===== config.mk =====
export PLATFORM = sky130hd
export DESIGN_NAME = conv_window_sequencer
export DESIGN_NICKNAME = d
export VERILOG_FILES = /design/src/rtl/cnn_pkg.sv /design/src/rtl/window_counter.sv /design/src/rtl/conv_window_sequencer.sv
export SDC_FILE = /design/constraint.sdc
export NUM_CORES = 1
export LEC_CHECK = 0
export BUFFER_PORTS_ARGS = -buffer_cell sky130_fd_sc_hd__buf_4
export CORE_ASPECT_RATIO = 0.5
export CORE_MARGIN = 3
export CORE_UTILIZATION = 64
export CTS_CLUSTER_DIAMETER = 120
export DETAILED_ROUTE_END_ITERATION = 10
export PLACE_DENSITY = 0.86
export SETUP_SLACK_MARGIN = 0.15
export SLEW_MARGIN = 25
export SYNTH_ARGS = -nofsm -noshare
export SYNTH_HDL_FRONTEND = slang
export SYNTH_HIERARCHICAL = 1
export SYNTH_SLANG_ARGS = --single-unit

===== constraint.sdc =====
create_clock -name clk -period 18.59 [get_ports clk]
set_input_delay 0.9295 -clock clk [delete_from_list [all_inputs] [get_ports clk]]
set_output_delay 0.9295 -clock clk [all_outputs]
set_load 0.005 [all_outputs]

===== src/rtl/cnn_pkg.sv =====
`default_nettype none
// +--------------------------------------------------------------------+
// | cnn_pkg: select codes, sequencer states, output-size helpers         |
// | Revision: 1.0                                                        |
// +--------------------------------------------------------------------+
package cnn_pkg;

    localparam logic [1:0] SEL_BIAS = 2'b00;
    localparam logic [1:0] SEL_FMAP = 2'b01;
    localparam logic [1:0] SEL_ZERO = 2'b10;

    typedef enum logic [1:0] {
        ST_IDLE = 2'd0,
        ST_BIAS = 2'd1,
        ST_TAP  = 2'd2,
        ST_DONE = 2'd3
    } state_t;

    function automatic int out_dim(input int img, input int k, input int pad);
        return img + 2 * pad - k + 1;
    endfunction

    // A one-value counter still needs a 1-bit port.
    function automatic int cnt_w(input int n);
        return (n <= 1) ? 1 : $clog2(n);
    endfunction

endpackage
`default_nettype wire


===== src/rtl/window_counter.sv =====
`default_nettype none
// +--------------------------------------------------------------------+
// | window_counter: nested oy/ox/ky/kx counter with next-value outputs   |
// | Revision: 1.0                                                        |
// +--------------------------------------------------------------------+
module window_counter
    import cnn_pkg::*;
#(
    parameter int OUT_W = 26,
    parameter int OUT_H = 26,
    parameter int K     = 3,
    parameter int ROW_W = cnt_w(OUT_H),
    parameter int COL_W = cnt_w(OUT_W),
    parameter int KW    = cnt_w(K)
) (
    input  logic             clk,
    input  logic             rst,
    input  logic             clear,
    input  logic             advance,
    output logic [ROW_W-1:0] nxt_oy,
    output logic [COL_W-1:0] nxt_ox,
    output logic [KW-1:0]    nxt_ky,
    output logic [KW-1:0]    nxt_kx,
    output logic             tap_last,
    output logic             win_last
);

    localparam logic [KW-1:0]    c_K_LAST   = KW'(K - 1);
    localparam logic [COL_W-1:0] c_COL_LAST = COL_W'(OUT_W - 1);
    localparam logic [ROW_W-1:0] c_ROW_LAST = ROW_W'(OUT_H - 1);

    logic [ROW_W-1:0] r_oy;
    logic [COL_W-1:0] r_ox;
    logic [KW-1:0]    r_ky;
    logic [KW-1:0]    r_kx;

    assign tap_last = (r_ky == c_K_LAST) && (r_kx == c_K_LAST);
    assign win_last = (r_oy == c_ROW_LAST) && (r_ox == c_COL_LAST);

    // Next values are exported so the sequencer can register its outputs
    // for the coming beat on the same edge the counters move.
    always_comb begin
        nxt_oy = r_oy;
        nxt_ox = r_ox;
        nxt_ky = r_ky;
        nxt_kx = r_kx;
        if (clear) begin
            nxt_oy = '0;
            nxt_ox = '0;
            nxt_ky = '0;
            nxt_kx = '0;
        end else if (advance) begin
            if (r_kx == c_K_LAST) begin
                nxt_kx = '0;
                if (r_ky == c_K_LAST) begin
                    nxt_ky = '0;
                    if (r_ox == c_COL_LAST) begin
                        nxt_ox = '0;
                        nxt_oy = (r_oy == c_ROW_LAST) ? '0 : r_oy + ROW_W'(1);
                    end else begin
                        nxt_ox = r_ox + COL_W'(1);
                    end
                end else begin
                    nxt_ky = r_ky + KW'(1);
                end
            end else begin
                nxt_kx = r_kx + KW'(1);
            end
        end
    end

    always_ff @(posedge clk) begin
        if (rst) begin
            r_oy <= '0;
            r_ox <= '0;
            r_ky <= '0;
            r_kx <= '0;
        end else begin
            r_oy <= nxt_oy;
            r_ox <= nxt_ox;
            r_ky <= nxt_ky;
            r_kx <= nxt_kx;
        end
    end

endmodule
`default_nettype wire


===== src/rtl/conv_window_sequencer.sv =====
`default_nettype none
// +--------------------------------------------------------------------+
// | conv_window_sequencer: bias + KxK tap beats per output pixel, with   |
// | padding detection and feature-map addressing. Revision: 1.0          |
// +--------------------------------------------------------------------+
module conv_window_sequencer
    import cnn_pkg::*;
#(
    parameter int IMG_W  = 28,
    parameter int IMG_H  = 28,
    parameter int K      = 3,
    parameter int PAD    = 1,
    parameter int ADDR_W = 16,
    localparam int OUT_W = out_dim(IMG_W, K, PAD),
    localparam int OUT_H = out_dim(IMG_H, K, PAD),
    localparam int ROW_W = cnt_w(OUT_H),
    localparam int COL_W = cnt_w(OUT_W),
    localparam int KW    = cnt_w(K)
) (
    input  logic              clk,
    input  logic              rst,
    input  logic              start,
    output logic              busy,
    output logic              done,
    output logic              valid,
    input  logic              ready,
    output logic [1:0]        sel,
    output logic [ADDR_W-1:0] rd_addr,
    output logic              first,
    output logic              last,
    output logic [ROW_W-1:0]  out_row,
    output logic [COL_W-1:0]  out_col
);

    localparam logic [KW-1:0] c_K_LAST = KW'(K - 1);

    state_t           r_state;
    state_t           w_state_nxt;
    logic             w_accept;
    logic             w_clear;
    logic             w_advance;
    logic [ROW_W-1:0] w_nxt_oy;
    logic [COL_W-1:0] w_nxt_ox;
    logic [KW-1:0]    w_nxt_ky;
    logic [KW-1:0]    w_nxt_kx;
    logic             w_tap_last;
    logic             w_win_last;
    int               w_iy;
    int               w_ix;
    logic             w_inb;
    logic [1:0]       w_sel_nxt;
    logic [ADDR_W-1:0] w_addr_nxt;

    assign w_accept = valid && ready;

    window_counter #(
        .OUT_W (OUT_W),
        .OUT_H (OUT_H),
        .K     (K),
        .ROW_W (ROW_W),
        .COL_W (COL_W),
        .KW    (KW)
    ) u_window_counter (
        .clk      (clk),
        .rst      (rst),
        .clear    (w_clear),
        .advance  (w_advance),
        .nxt_oy   (w_nxt_oy),
        .nxt_ox   (w_nxt_ox),
        .nxt_ky   (w_nxt_ky),
        .nxt_kx   (w_nxt_kx),
        .tap_last (w_tap_last),
        .win_last (w_win_last)
    );

    always_comb begin
        w_state_nxt = r_state;
        w_clear     = 1'b0;
        w_advance   = 1'b0;
        case (r_state)
            ST_IDLE: begin
                if (start) begin
                    w_state_nxt = ST_BIAS;
                    w_clear     = 1'b1;
                end
            end
            ST_BIAS: begin
                if (w_accept) begin
                    w_state_nxt = ST_TAP;
                end
            end
            ST_TAP: begin
                if (w_accept) begin
                    w_advance = 1'b1;
                    if (w_tap_last) begin
                        w_state_nxt = w_win_last ? ST_DONE : ST_BIAS;
                    end
                end
            end
            ST_DONE: w_state_nxt = ST_IDLE;
            default: w_state_nxt = ST_IDLE;
        endcase
    end

    // Image coordinates of the upcoming beat; negative or past-edge means pad.
    always_comb begin
        w_iy  = int'(w_nxt_oy) - PAD + int'(w_nxt_ky);
        w_ix  = int'(w_nxt_ox) - PAD + int'(w_nxt_kx);
        w_inb = (w_iy >= 0) && (w_iy < IMG_H) && (w_ix >= 0) && (w_ix < IMG_W);
        w_sel_nxt  = SEL_ZERO;
        w_addr_nxt = '0;
        if (w_state_nxt == ST_BIAS) begin
            w_sel_nxt = SEL_BIAS;
        end else if (w_state_nxt == ST_TAP && w_inb) begin
            w_sel_nxt  = SEL_FMAP;
            w_addr_nxt = ADDR_W'(w_iy * IMG_W + w_ix);
        end
    end

    always_ff @(posedge clk) begin
        if (rst) begin
            r_state <= ST_IDLE;
            valid   <= 1'b0;
            busy    <= 1'b0;
            done    <= 1'b0;
            sel     <= SEL_ZERO;
            rd_addr <= '0;
            first   <= 1'b0;
            last    <= 1'b0;
            out_row <= '0;
            out_col <= '0;
        end else begin
            r_state <= w_state_nxt;
            valid   <= (w_state_nxt == ST_BIAS) || (w_state_nxt == ST_TAP);
            busy    <= (w_state_nxt == ST_BIAS) || (w_state_nxt == ST_TAP);
            done    <= (w_state_nxt == ST_DONE);
            sel     <= w_sel_nxt;
            rd_addr <= w_addr_nxt;
            first   <= (w_state_nxt == ST_BIAS);
            last    <= (w_state_nxt == ST_TAP) && (w_nxt_ky == c_K_LAST)
                       && (w_nxt_kx == c_K_LAST);
            out_row <= w_nxt_oy;
            out_col <= w_nxt_ox;
        end
    end

endmodule
`default_nettype wire

==> out/results.ini <==
[logic_synthesis]
synth_seq_cells = 46
synth_warnings = 6
async_reset_ff_share_pct = 0
synth_area_leader_cell = dfxtp_1
synthTopCellsByArea = dfxtp_1 (29%), ha_1 (14%), nor2_1 (7.3%)
synth_nets = 421
syn_avg_cell_area_um2 = 8.581
ys_types = 62
synth.cell_area_um2 = 3209
synth_top_cell_area_share_pct = 28.69
synth_edf_count = 0
syn_inst = 374
synthFlopType = dfxtp_1
seq_area_frac_synth_pct = 28.69

[global_route]
grt_usage_pct = 24.70
overflow = 0
grt_max_degree = 22
antenna_found_initial = 0
grt_pass1_vias = 2707
grt_pass1_wl_mm = 12.01

[die]
std_cell_rows = 17
dieArea_um2 = 5952
die_w_um = 106.1
io_pins = 37
start_util_pct = 69.53
core_um2 = 4616
die_y_um = 56.08

[clock_tree]
cts_buffer_depth = 2
cts_tree = built
cts_max_level = 2
cts.sinks = 46
root_buffer = clkbuf_8
clk_latency_ns = 0.31
cts_resized = 0
cts_hold_buf = 0
clk_pin_slew_ns = 0.09
cts_buffers = 5
postCtsSetupRepairBufs = 0

[critical_path]
max_stage_delay_ns = 0.52
startpoint_type = primary input
worstSetupEndpointType = flip-flop
cp_num_buf_inv = 4
critical_path.max_fanout = 13
crit_type = primary input to flip-flop
cp_top_family = adder cells
crit_arrival_ns = 7.15
required_ns = 18.82
cpMostUsedCell = ha_1
cp_slowest_cell = or4bb_1

[layout]
final_common_cell = nor2_1
final_cell_area_um2 = 3595
num-fill-cells = 335
diodes = 0
syn2layout_area_growth_pct = 12.01
layout_common_cells = nor2_1 (62), dfxtp_1 (46), buf_4 (38), inv_1 (37), ha_1 (35)
finalNonFillerCells = 474
drive_gt1_share_pct = 12.75
finalNetCount = 454

[placed_design]
gp_congestion = 0.8493
dp_hpwl_mm = 5.284
dp_cells = 466
port_buffers = 36
place_area_um2 = 3500

[worst_hold_path]
hold_path_class = flip-flop to flip-flop

[sta]
tightest_slew_ns = 0.7402
finalCritPeriodShare_pct = 37.24
period_needed_ns = 6.922
hold_viol_final = 0
fin_skew_ns = 0.004794
slew_viol_final = 0
setup_tns_ns = 0
hold_slack_ns = 0.6067
setup_viol = 0
fmax_mhz = 144.5
rsz0062_at_grt = no
relSlewSlack_pct = 50.01

[drt]
vias = 2707
postRouteAntennaNets = 0
drt-vias-per-instance = 5.711
wl_per_cell_um = 14.47
drt_iter0_drc = 111
drt-total-wl_mm = 6.857
dr.pass1.iters = 5
drc = 0

[pwr]
powerDensity_nw_per_um2 = 48.97
total_leakage_power_nw = 1.680
p_total_mw = 0.1760
peakVddDrop_v = 0.00003257

[status]
status = complete, no violations

[flow_run]
maxCapViolations = 0

-- worst paths after layout --
path	from	endpoint	slack, ns	depth (start not counted)
max	ready	rd_addr[12]	11.67	26
min reg2reg	u_window_counter/r_ox[1]	u_window_counter/r_ox[1]	0.61	2
max reg2reg	u_window_counter/r_ox[0]	rd_addr[12]	11.86	24
min	u_window_counter/r_ox[1]	u_window_counter/r_ox[1]	0.61	2
-- power breakdown --
part	switching, mW	total, mW	internal [mW]	leakage [nW]
Combinational	0.00531	0.00908	0.00377	1.26
Sequential	0.000854	0.100	0.0995	0.372
Clock	0.0358	0.0666	0.0308	0.0489
-- registers in the layout, summed over array words and instances (netlist names) --
name                   flops
u_window_counter/r_kx      2
u_window_counter/r_oy      5
first                      1
out_row                    5
u_window_counter/r_ox      5
out_col                    5
r_state                    2
u_window_counter/r_ky      2
valid                      1
sel                        2
last                       1
rd_addr                   14
done                       1
-- kinds of logic (layout without fill, tap and decap cells) --
kind of cell             Yosys count  count (layout)  share of synthesized area (%)
flip-flops                        46              46                          28.69
AND/OR/NAND/NOR                  139             139                          22.38
multiplexers                      12              12                          3.743
XOR/XNOR                          24              24                          6.550
buffers and inverters             49              83                          6.744
adder cells (fa/ha/maj)           44              44                          18.95
AO/OA/AOI/OAI                     60              60                          12.94
-- stage by stage --
stage	setup WS, ns	utilization (%)
after global routing	11.27	77.88
after detailed placement	11.51	75.82
after floorplan	11.99	-
after global placement	11.78	75.82
final	11.67	77.88
after CTS	11.74	77.88
-- worst register-to-register path, delay by kind of cell (launching register included) --
family,cells,cell delay [ns]
AOI/OAI and AO/OA,7,1.39
buffers and inverters,2,0.28
DFF,1,0.38
xor gates and xnor gates,1,0.22
adders and majority gates,7,2.47
and+or+nand+nor,6,1.73
muxes,1,0.17
-- cells in the mapped netlist (4+ instances only) --
cell type,number
nor3_1,10
ha_1,35
dfxtp_1,46
nor2b_1,17
fa_1,8
mux2i_1,12
buf_4,4
nor2_1,62
nand2_1,11
inv_1,37
a21oi_1,18
xor2_1,13
nand3_1,9
xnor2_1,11
o21ai_0,10
-- cell type report --
class,instances,area [µm²],area share (%)
Inverter,37,138.9,3.864
Multi-Input combinational cell,279,2072,57.64
Tap cell,66,82.58,2.297
Timing Repair Buffer,38,285.3,7.936
Clock buffer,7,86.33,2.402
Sequential cell,46,920.9,25.62
Clock inverter,1,8.758,0.2436
-- layer usage --
layer	vias to the layer above	part of all wire (%)	global-route usage (%)
met3	15	5.4	4.867
met5	-	0	0
met4	0	2.0	7.196
met2	73	50	45.00
li1	1354	-	-
met1	1265	43	29.55
Note: power is estimated with default switching activity, not from simulation.
